$ cat src/rtl/astar_result_streamer.sv
// astar_result_streamer: snapshots the astar_top results on each rising edge of
// done and streams them as one framed byte sequence over a valid/ready port.
// Frame: sync, tag, flags, start, goal, path_length, cycles, nodes, cost,
// obstacle map bytes, path map bytes.
// Optional feature macro RESULT_CHECKSUM_EN appends an 8-bit sum of bytes 1..last.
module astar_result_streamer #(
    parameter int unsigned GRID_SIZE  = 16,
    parameter int unsigned COORD_BITS = 4,
    parameter logic [7:0]  SYNC_BYTE  = 8'hA5
) (
    input  logic                            clk,
    input  logic                            rst,
    input  logic                            done,
    input  logic [7:0]                      test_tag,
    input  logic                            path_found,
    input  logic                            timeout_error,
    input  logic [COORD_BITS-1:0]           start_x,
    input  logic [COORD_BITS-1:0]           start_y,
    input  logic [COORD_BITS-1:0]           goal_x,
    input  logic [COORD_BITS-1:0]           goal_y,
    input  logic [7:0]                      path_length,
    input  logic [31:0]                     cycles_taken,
    input  logic [15:0]                     nodes_expanded,
    input  logic [15:0]                     path_cost,
    input  logic [GRID_SIZE*GRID_SIZE-1:0]  obstacle_map,
    input  logic [GRID_SIZE*GRID_SIZE-1:0]  path_map,
    output logic [7:0]                      tx_data,
    output logic                            tx_valid,
    input  logic                            tx_ready,
    output logic                            busy,
    output logic                            frame_done,
    output logic                            overrun
);

    localparam int unsigned MAP_BITS  = GRID_SIZE * GRID_SIZE;
    localparam int unsigned MAP_BYTES = MAP_BITS / 8;
    localparam int unsigned HDR_BYTES = 14;
    localparam int unsigned CNT_W     = 8;
    localparam logic [CNT_W-1:0] LAST_IDX = CNT_W'(HDR_BYTES + 2 * MAP_BYTES - 1);

    typedef enum logic [1:0] {
        IDLE  = 2'd0,
        SEND  = 2'd1,
        CKSUM = 2'd2,
        FIN   = 2'd3
    } state_e;

    typedef struct packed {
        logic [7:0]          tag;
        logic                timeout_error;
        logic                path_found;
        logic [3:0]          sx;
        logic [3:0]          sy;
        logic [3:0]          gx;
        logic [3:0]          gy;
        logic [7:0]          plen;
        logic [31:0]         cycles;
        logic [15:0]         nodes;
        logic [15:0]         cost;
        logic [MAP_BITS-1:0] obs;
        logic [MAP_BITS-1:0] pmap;
    } snap_t;

    state_e             state_q, state_d;
    logic [CNT_W-1:0]   cnt_q, cnt_d;
    logic [7:0]         tx_data_q, tx_data_d;
    logic               tx_valid_q, tx_valid_d;
    logic               busy_q, busy_d;
    logic               frame_done_q, frame_done_d;
    logic               overrun_q, overrun_d;
    logic               done_q, done_d;
    snap_t              snap_q, snap_d;
`ifdef RESULT_CHECKSUM_EN
    logic [7:0]         cks_q, cks_d;
`endif

    logic               capture_c;
    logic               xfer_c;
    logic [CNT_W-1:0]   nxt_idx_c;
    int unsigned        nxt_off_c;
    logic [7:0]         byte_c;

    assign capture_c = done & ~done_q;
    assign xfer_c    = tx_valid_q & tx_ready;

    // Frame byte that follows the one currently presented, taken from the snapshot
    always_comb begin
        nxt_idx_c = cnt_q + CNT_W'(1);
        nxt_off_c = 32'(nxt_idx_c);
        byte_c    = 8'h00;
        case (nxt_idx_c)
            8'd1:  byte_c = snap_q.tag;
            8'd2:  byte_c = {6'b0, snap_q.timeout_error, snap_q.path_found};
            8'd3:  byte_c = {snap_q.sx, snap_q.sy};
            8'd4:  byte_c = {snap_q.gx, snap_q.gy};
            8'd5:  byte_c = snap_q.plen;
            8'd6:  byte_c = snap_q.cycles[31:24];
            8'd7:  byte_c = snap_q.cycles[23:16];
            8'd8:  byte_c = snap_q.cycles[15:8];
            8'd9:  byte_c = snap_q.cycles[7:0];
            8'd10: byte_c = snap_q.nodes[15:8];
            8'd11: byte_c = snap_q.nodes[7:0];
            8'd12: byte_c = snap_q.cost[15:8];
            8'd13: byte_c = snap_q.cost[7:0];
            default: begin
                if (nxt_off_c >= HDR_BYTES && nxt_off_c < HDR_BYTES + MAP_BYTES) begin
                    byte_c = snap_q.obs[8 * (nxt_off_c - HDR_BYTES) +: 8];
                end else if (nxt_off_c >= HDR_BYTES + MAP_BYTES &&
                             nxt_off_c <  HDR_BYTES + 2 * MAP_BYTES) begin
                    byte_c = snap_q.pmap[8 * (nxt_off_c - HDR_BYTES - MAP_BYTES) +: 8];
                end
            end
        endcase
    end

    // Next-state and registered-output computation
    always_comb begin
        state_d      = state_q;
        cnt_d        = cnt_q;
        tx_data_d    = tx_data_q;
        tx_valid_d   = tx_valid_q;
        busy_d       = busy_q;
        frame_done_d = 1'b0;
        overrun_d    = overrun_q | (capture_c & busy_q);
        done_d       = done;
        snap_d       = snap_q;
`ifdef RESULT_CHECKSUM_EN
        cks_d        = cks_q;
`endif
        case (state_q)
            IDLE: begin
                if (capture_c) begin
                    snap_d.tag           = test_tag;
                    snap_d.timeout_error = timeout_error;
                    snap_d.path_found    = path_found;
                    snap_d.sx            = 4'(start_x);
                    snap_d.sy            = 4'(start_y);
                    snap_d.gx            = 4'(goal_x);
                    snap_d.gy            = 4'(goal_y);
                    snap_d.plen          = path_length;
                    snap_d.cycles        = cycles_taken;
                    snap_d.nodes         = nodes_expanded;
                    snap_d.cost          = path_cost;
                    snap_d.obs           = obstacle_map;
                    snap_d.pmap          = path_map;
                    state_d              = SEND;
                    cnt_d                = '0;
                    tx_data_d            = SYNC_BYTE;
                    tx_valid_d           = 1'b1;
                    busy_d               = 1'b1;
`ifdef RESULT_CHECKSUM_EN
                    cks_d                = 8'h00;
`endif
                end
            end
            SEND: begin
                if (xfer_c) begin
`ifdef RESULT_CHECKSUM_EN
                    if (cnt_q != '0) begin
                        cks_d = cks_q + tx_data_q;
                    end
`endif
                    if (cnt_q == LAST_IDX) begin
`ifdef RESULT_CHECKSUM_EN
                        state_d   = CKSUM;
                        cnt_d     = nxt_idx_c;
                        tx_data_d = cks_q + tx_data_q;
`else
                        state_d      = FIN;
                        tx_data_d    = 8'h00;
                        tx_valid_d   = 1'b0;
                        busy_d       = 1'b0;
                        frame_done_d = 1'b1;
`endif
                    end else begin
                        cnt_d     = nxt_idx_c;
                        tx_data_d = byte_c;
                    end
                end
            end
`ifdef RESULT_CHECKSUM_EN
            CKSUM: begin
                if (xfer_c) begin
                    state_d      = FIN;
                    tx_data_d    = 8'h00;
                    tx_valid_d   = 1'b0;
                    busy_d       = 1'b0;
                    frame_done_d = 1'b1;
                end
            end
`endif
            FIN: begin
                state_d = IDLE;
                cnt_d   = '0;
            end
            default: begin
                state_d = IDLE;
            end
        endcase
    end

    // State and output registers with synchronous active-low reset
    always_ff @(posedge clk) begin
        if (!rst) begin
            state_q      <= IDLE;
            cnt_q        <= '0;
            tx_data_q    <= 8'h00;
            tx_valid_q   <= 1'b0;
            busy_q       <= 1'b0;
            frame_done_q <= 1'b0;
            overrun_q    <= 1'b0;
            done_q       <= 1'b0;
            snap_q       <= '0;
`ifdef RESULT_CHECKSUM_EN
            cks_q        <= 8'h00;
`endif
        end else begin
            state_q      <= state_d;
            cnt_q        <= cnt_d;
            tx_data_q    <= tx_data_d;
            tx_valid_q   <= tx_valid_d;
            busy_q       <= busy_d;
            frame_done_q <= frame_done_d;
            overrun_q    <= overrun_d;
            done_q       <= done_d;
            snap_q       <= snap_d;
`ifdef RESULT_CHECKSUM_EN
            cks_q        <= cks_d;
`endif
        end
    end

    assign tx_data    = tx_data_q;
    assign tx_valid   = tx_valid_q;
    assign busy       = busy_q;
    assign frame_done = frame_done_q;
    assign overrun    = overrun_q;

endmodule

$ cat config.mk
export PLATFORM = sky130hd
export DESIGN_NAME = astar_result_streamer
export DESIGN_NICKNAME = d
export VERILOG_FILES = /design/src/rtl/astar_result_streamer.sv
export SDC_FILE = /design/constraint.sdc
export NUM_CORES = 2
export LEC_CHECK = 0
export CAP_MARGIN = 20
export CORE_MARGIN = 5
export CORE_UTILIZATION = 51
export DETAILED_ROUTE_END_ITERATION = 6
export PLACE_DENSITY = 0.81
export RECOVER_POWER = 25
export SYNTH_ARGS = -nofsm -noshare
export SYNTH_HDL_FRONTEND = slang
export SYNTH_SLANG_ARGS = --single-unit
export TNS_END_PERCENT = 20
$ cat constraint.sdc
create_clock -name clk -period 5.3 [get_ports clk]
set_input_delay 1.06 -clock clk [delete_from_list [all_inputs] [get_ports clk]]
set_output_delay 1.06 -clock clk [all_outputs]
set_load 0.02 [all_outputs]
==> results.txt <==
----------------------------------------------------
[STA]
  Tightest Pin Transition ... 2.956 ns
  Final setup violating endpoints ... 0
  Skew final ... 0.01774 ns
  Final hold violations ... 0
  Final Critical Period ... 4.444 ns
  Setup_tns ... 0 ns
  Setup repair after global routing missed its margin ... no
  Max-slew headroom at the worst pin ... -97.06%
  Share of the clock period used by the worst path after layout ... 83.85%
  Final Slew Violations ... 67
  Max frequency ... 0.2250 GHz

[Synthesis]
  Post-synthesis cell type count ... 73
  Post-synthesis cell type with the largest combined area ... sky130_fd_sc_hd__dfxtp_1
  Post-synthesis share of cell area spent on xor and xnor gates ... 0.4253%
  Total number of yosys warnings ... 0
  Fraction of synthesized area in multiplexers ... 14.01%
  Flops & latches, synth ... 632
  Simple-Gate Fraction of Synth Area ... 19.89%
  Average footprint of a synthesized cell ... 8.424 um2
  Leading register cell type out of synthesis ... sky130_fd_sc_hd__dfxtp_1
  Number of flops mapped to enable cells by yosys ... 0
  Synthesized netlist net count ... 3867
  Post-synth ARST share ... 0%
  Compound-gate portion of the synthesized area ... 14.93%
  Most common cell in the netlist ... sky130_fd_sc_hd__nand2_1
  Top cells by instance count after synthesis ... sky130_fd_sc_hd__nand2_1, sky130_fd_sc_hd__dfxtp_1, sky130_fd_sc_hd__a21oi_1
  Adder-cell share of the synthesized area ... 0.2287%
  Post-Syn Instances ... 3248
  Proportion of netlist area held by the largest area contributor ... 46.24%
  Synth area leaders ... sky130_fd_sc_hd__dfxtp_1, sky130_fd_sc_hd__nand2_1, sky130_fd_sc_hd__mux4_2, sky130_fd_sc_hd__a21oi_1, sky130_fd_sc_hd__clkbuf_1
  Main combinational cell family by area after synthesis ... simple AND/OR/NAND/NOR gates
  Area of the mapped netlist ... 0.02736 mm2
  Post-synthesis sequential area ratio ... 46.24%

[Global route]
  First-pass GRT wire length ... 148700 um
  Vias in the first global route ... 25110
  Total gr overflow ... 0
  Pin count of the biggest net entering global routing ... 248
  Antenna violations before repair ... 25
  Gr usage total ... 32.42%

[Worst setup path]
  Series of cell instances along the critical path ... dlygate4sd3_1 -> nand2b_1 -> or3_1 -> buf_4 -> nand2_1 -> a21oi_1
  Crit path launch type ... primary input
  Depth of the most critical reg-to-reg path ... 11
  Worst setup path startpoint ... done
  Reg2reg setup slack ... 0.91 ns
  Critical setup path kind ... in -> reg
  Highest-delay cell along the critical path ... sky130_fd_sc_hd__or3_1
  RR Startpoint ... cnt_q[1]$_SDFFE_PN0P_
  Destination of the critical timing path ... snap_q[587]$_SDFFE_PN0P_
  Crit path arrival time ... 4.95 ns
  Slowest stage delay, CP ... 2.17 ns
  Crit path capture type ... flip-flop
  Reg2Reg Capture Point ... tx_data[3]$_SDFFE_PN0P_
  Critical-path maximum fanout ... 71
  Critical path required time ... 5.81 ns

[Detailed routing]
  Remaining antenna violation count after routing ... 0
  Initial DRC count ... 2819
  1st-pass router iterations ... 7
  Mean routed wirelength per cell ... 22.33 um
  Drt via density ... 5.841
  Routed vias ... 26140
  Number of DRC violations after detailed routing ... 1
  Aggregate routed wire length ... 99950 um

[Clocking]
  Clock sink total ... 632
  CTS tree ... done
  Clock-pin transition on the worst setup and hold timing paths ... 0.06 ns
  Clock Latency Late Sink ... 0.61 ns
  TritonCTS Buffers ... 66
  Setup bufs post-CTS ... 0
  CTS root buffer ... sky130_fd_sc_hd__clkbuf_16
  Buffers from clock root to sink, at most ... 3
  H-tree level count ... 3
  Cells resized by post-CTS repair ... 0
  CTS hold repair buffers ... 0

[Power and ir drop]
  Worst IR Drop VDD ... 282.3 uV
  Leakage ... 12.83 nW
  Power density over the cells ... 322.0 mW/mm2
  Power consumption ... 11.68 mW

[Finish]
  Final net count ... 4331
  Signed area change from the synthesized netlist to the final layout ... 32.53%
  Fraction of final layout cells sized beyond drive strength 1 ... 8.663%

[Die]
  Number of top-level pins ... 626
  Die Area ... 0.05838 mm2
  Initial standard-cell utilization of the core ... 51.75%
  Row cnt ... 84
  Vertical die dimension ... 241.6 um
  Area of the core ... 0.05287 mm2
  Die Span X ... 241.6 um

[Status]
  Violations in the final reports ... design-rule violations, max-capacitance violations, max-slew violations
  Result of the run ... complete, but fails checks

[Min path]
  Worst min path class ... reg -> reg

[Placed design]
  Hpwl dp ... 72970 um
  Gpl congestion ... 0.9558
  IO buf count ... 625

[Run]
  Maxcap violations ... 1

----------------------------------------------------
[cell type report]
type	instances	area [um2]
Fill cell	4145	16600
Multi-Input combinational cell	2336	13560
Sequential cell	632	12650
Timing Repair Buffer	666	6748
Clock buffer	90	1904
Tap cell	688	860.8
Clock inverter	29	432.9
Antenna cell	24	60.06
Inverter	10	45.04
[worst max-delay path, delay by kind of cell]
| kind | cells | cell delay, ns |
|---|---|---|
| buffers and inverters | 2 | 1.24 |
| AO/OA/AOI/OAI | 1 | 0.18 |
| AND/OR/NAND/NOR | 3 | 2.43 |
[flip-flops by register name, indices dropped and copies added (netlist names)]
register,flops
tx_data,8
overrun,1
frame_done,1
snap_q,610
busy,1
state_q,2
done_q,1
cnt_q,8
[how the worst min path moves through the flow]
stage | from | to | slack (ns) | cells after the start
global route | snap_q[540]$_SDFFE_PN0P_ | snap_q[540]$_SDFFE_PN0P_ | 0.47 | 2
CTS | snap_q[336]$_SDFFE_PN0P_ | snap_q[336]$_SDFFE_PN0P_ | 0.45 | 2
detailed placement | snap_q[336]$_SDFFE_PN0P_ | snap_q[336]$_SDFFE_PN0P_ | 0.44 | 2
global placement | snap_q[419]$_SDFFE_PN0P_ | snap_q[419]$_SDFFE_PN0P_ | 0.44 | 2
floorplan | snap_q[527]$_SDFFE_PN0P_ | snap_q[527]$_SDFFE_PN0P_ | 0.43 | 2
finish | snap_q[401]$_SDFFE_PN0P_ | snap_q[401]$_SDFFE_PN0P_ | 0.45 | 2
[metal layers]
layer / vias to the layer above / share of wire [%] / GRT usage [%]
met2: 1396 / 48 / 53.14
met1: 12450 / 38 / 40.79
li1: 12020 / - / -
met4: 4 / 5.8 / 17.10
met5: - / 0.024 / 0
met3: 265 / 8.8 / 6.476
[per-stage QoR]
step	util [%]	area [um2]	cells	setup WS, ns	hold WS [ns]
after floorplan	-	27360	3248	0.9962	0.4313
after global placement	64.08	33880	4332	1.088	0.4394
after detailed placement	64.08	33880	4332	0.9134	0.4433
after CTS	68.50	36210	4451	0.9127	0.4514
after global routing	68.59	36260	4474	0.5025	0.4690
final	68.59	36260	4475	0.8562	0.4510
[cells by family after synthesis]
family | after synthesis
buffers and inverters | 280
flip-flops | 632
adder cells (fa/ha/maj) | 5
multiplexers | 188
AO/OA/AOI/OAI | 750
XOR/XNOR | 6
AND/OR/NAND/NOR | 1387
[placed cells by master, fill, tap and decap left out, types with 4 or more instances in the layout]
cell / n
sky130_fd_sc_hd__nand2_1: 1256
sky130_fd_sc_hd__a211oi_1: 4
sky130_fd_sc_hd__o22ai_1: 12
sky130_fd_sc_hd__a22o_1: 12
sky130_fd_sc_hd__nand2b_1: 9
sky130_fd_sc_hd__and2_1: 7
sky130_fd_sc_hd__nand4_1: 4
sky130_fd_sc_hd__nand3_1: 23
sky130_fd_sc_hd__mux2i_1: 32
sky130_fd_sc_hd__or3_1: 6
sky130_fd_sc_hd__dfxtp_1: 632
sky130_fd_sc_hd__o21ai_0: 18
sky130_fd_sc_hd__clkinvlp_4: 5
sky130_fd_sc_hd__and3_1: 11
sky130_fd_sc_hd__a32o_1: 5
sky130_fd_sc_hd__a21oi_1: 630
sky130_fd_sc_hd__inv_1: 9
sky130_fd_sc_hd__a222oi_1: 6
sky130_fd_sc_hd__nor2b_1: 6
sky130_fd_sc_hd__buf_4: 25
sky130_fd_sc_hd__diode_2: 24
sky130_fd_sc_hd__clkinv_2: 7
sky130_fd_sc_hd__nor3_1: 11
sky130_fd_sc_hd__nor2_1: 35
sky130_fd_sc_hd__o211ai_1: 4
sky130_fd_sc_hd__clkbuf_8: 12
sky130_fd_sc_hd__buf_12: 15
sky130_fd_sc_hd__nor4_1: 5
sky130_fd_sc_hd__a22oi_1: 7
sky130_fd_sc_hd__a31oi_1: 9
sky130_fd_sc_hd__clkbuf_1: 11
sky130_fd_sc_hd__clkdlybuf4s50_1: 615
sky130_fd_sc_hd__clkbuf_16: 68
sky130_fd_sc_hd__bufinv_16: 9
sky130_fd_sc_hd__dlygate4sd3_1: 10
sky130_fd_sc_hd__mux4_2: 156
[report_power, final]
part | switching [mW] | leakage [nW] | internal, mW
Clock | 1.97 | 1.13 | 2.98
Combinational | 0.743 | 6.53 | 0.779
Sequential | 0.188 | 5.17 | 5.02
Total | 2.90 | 12.8 | 8.78
Power figures use the tool's default switching activity.
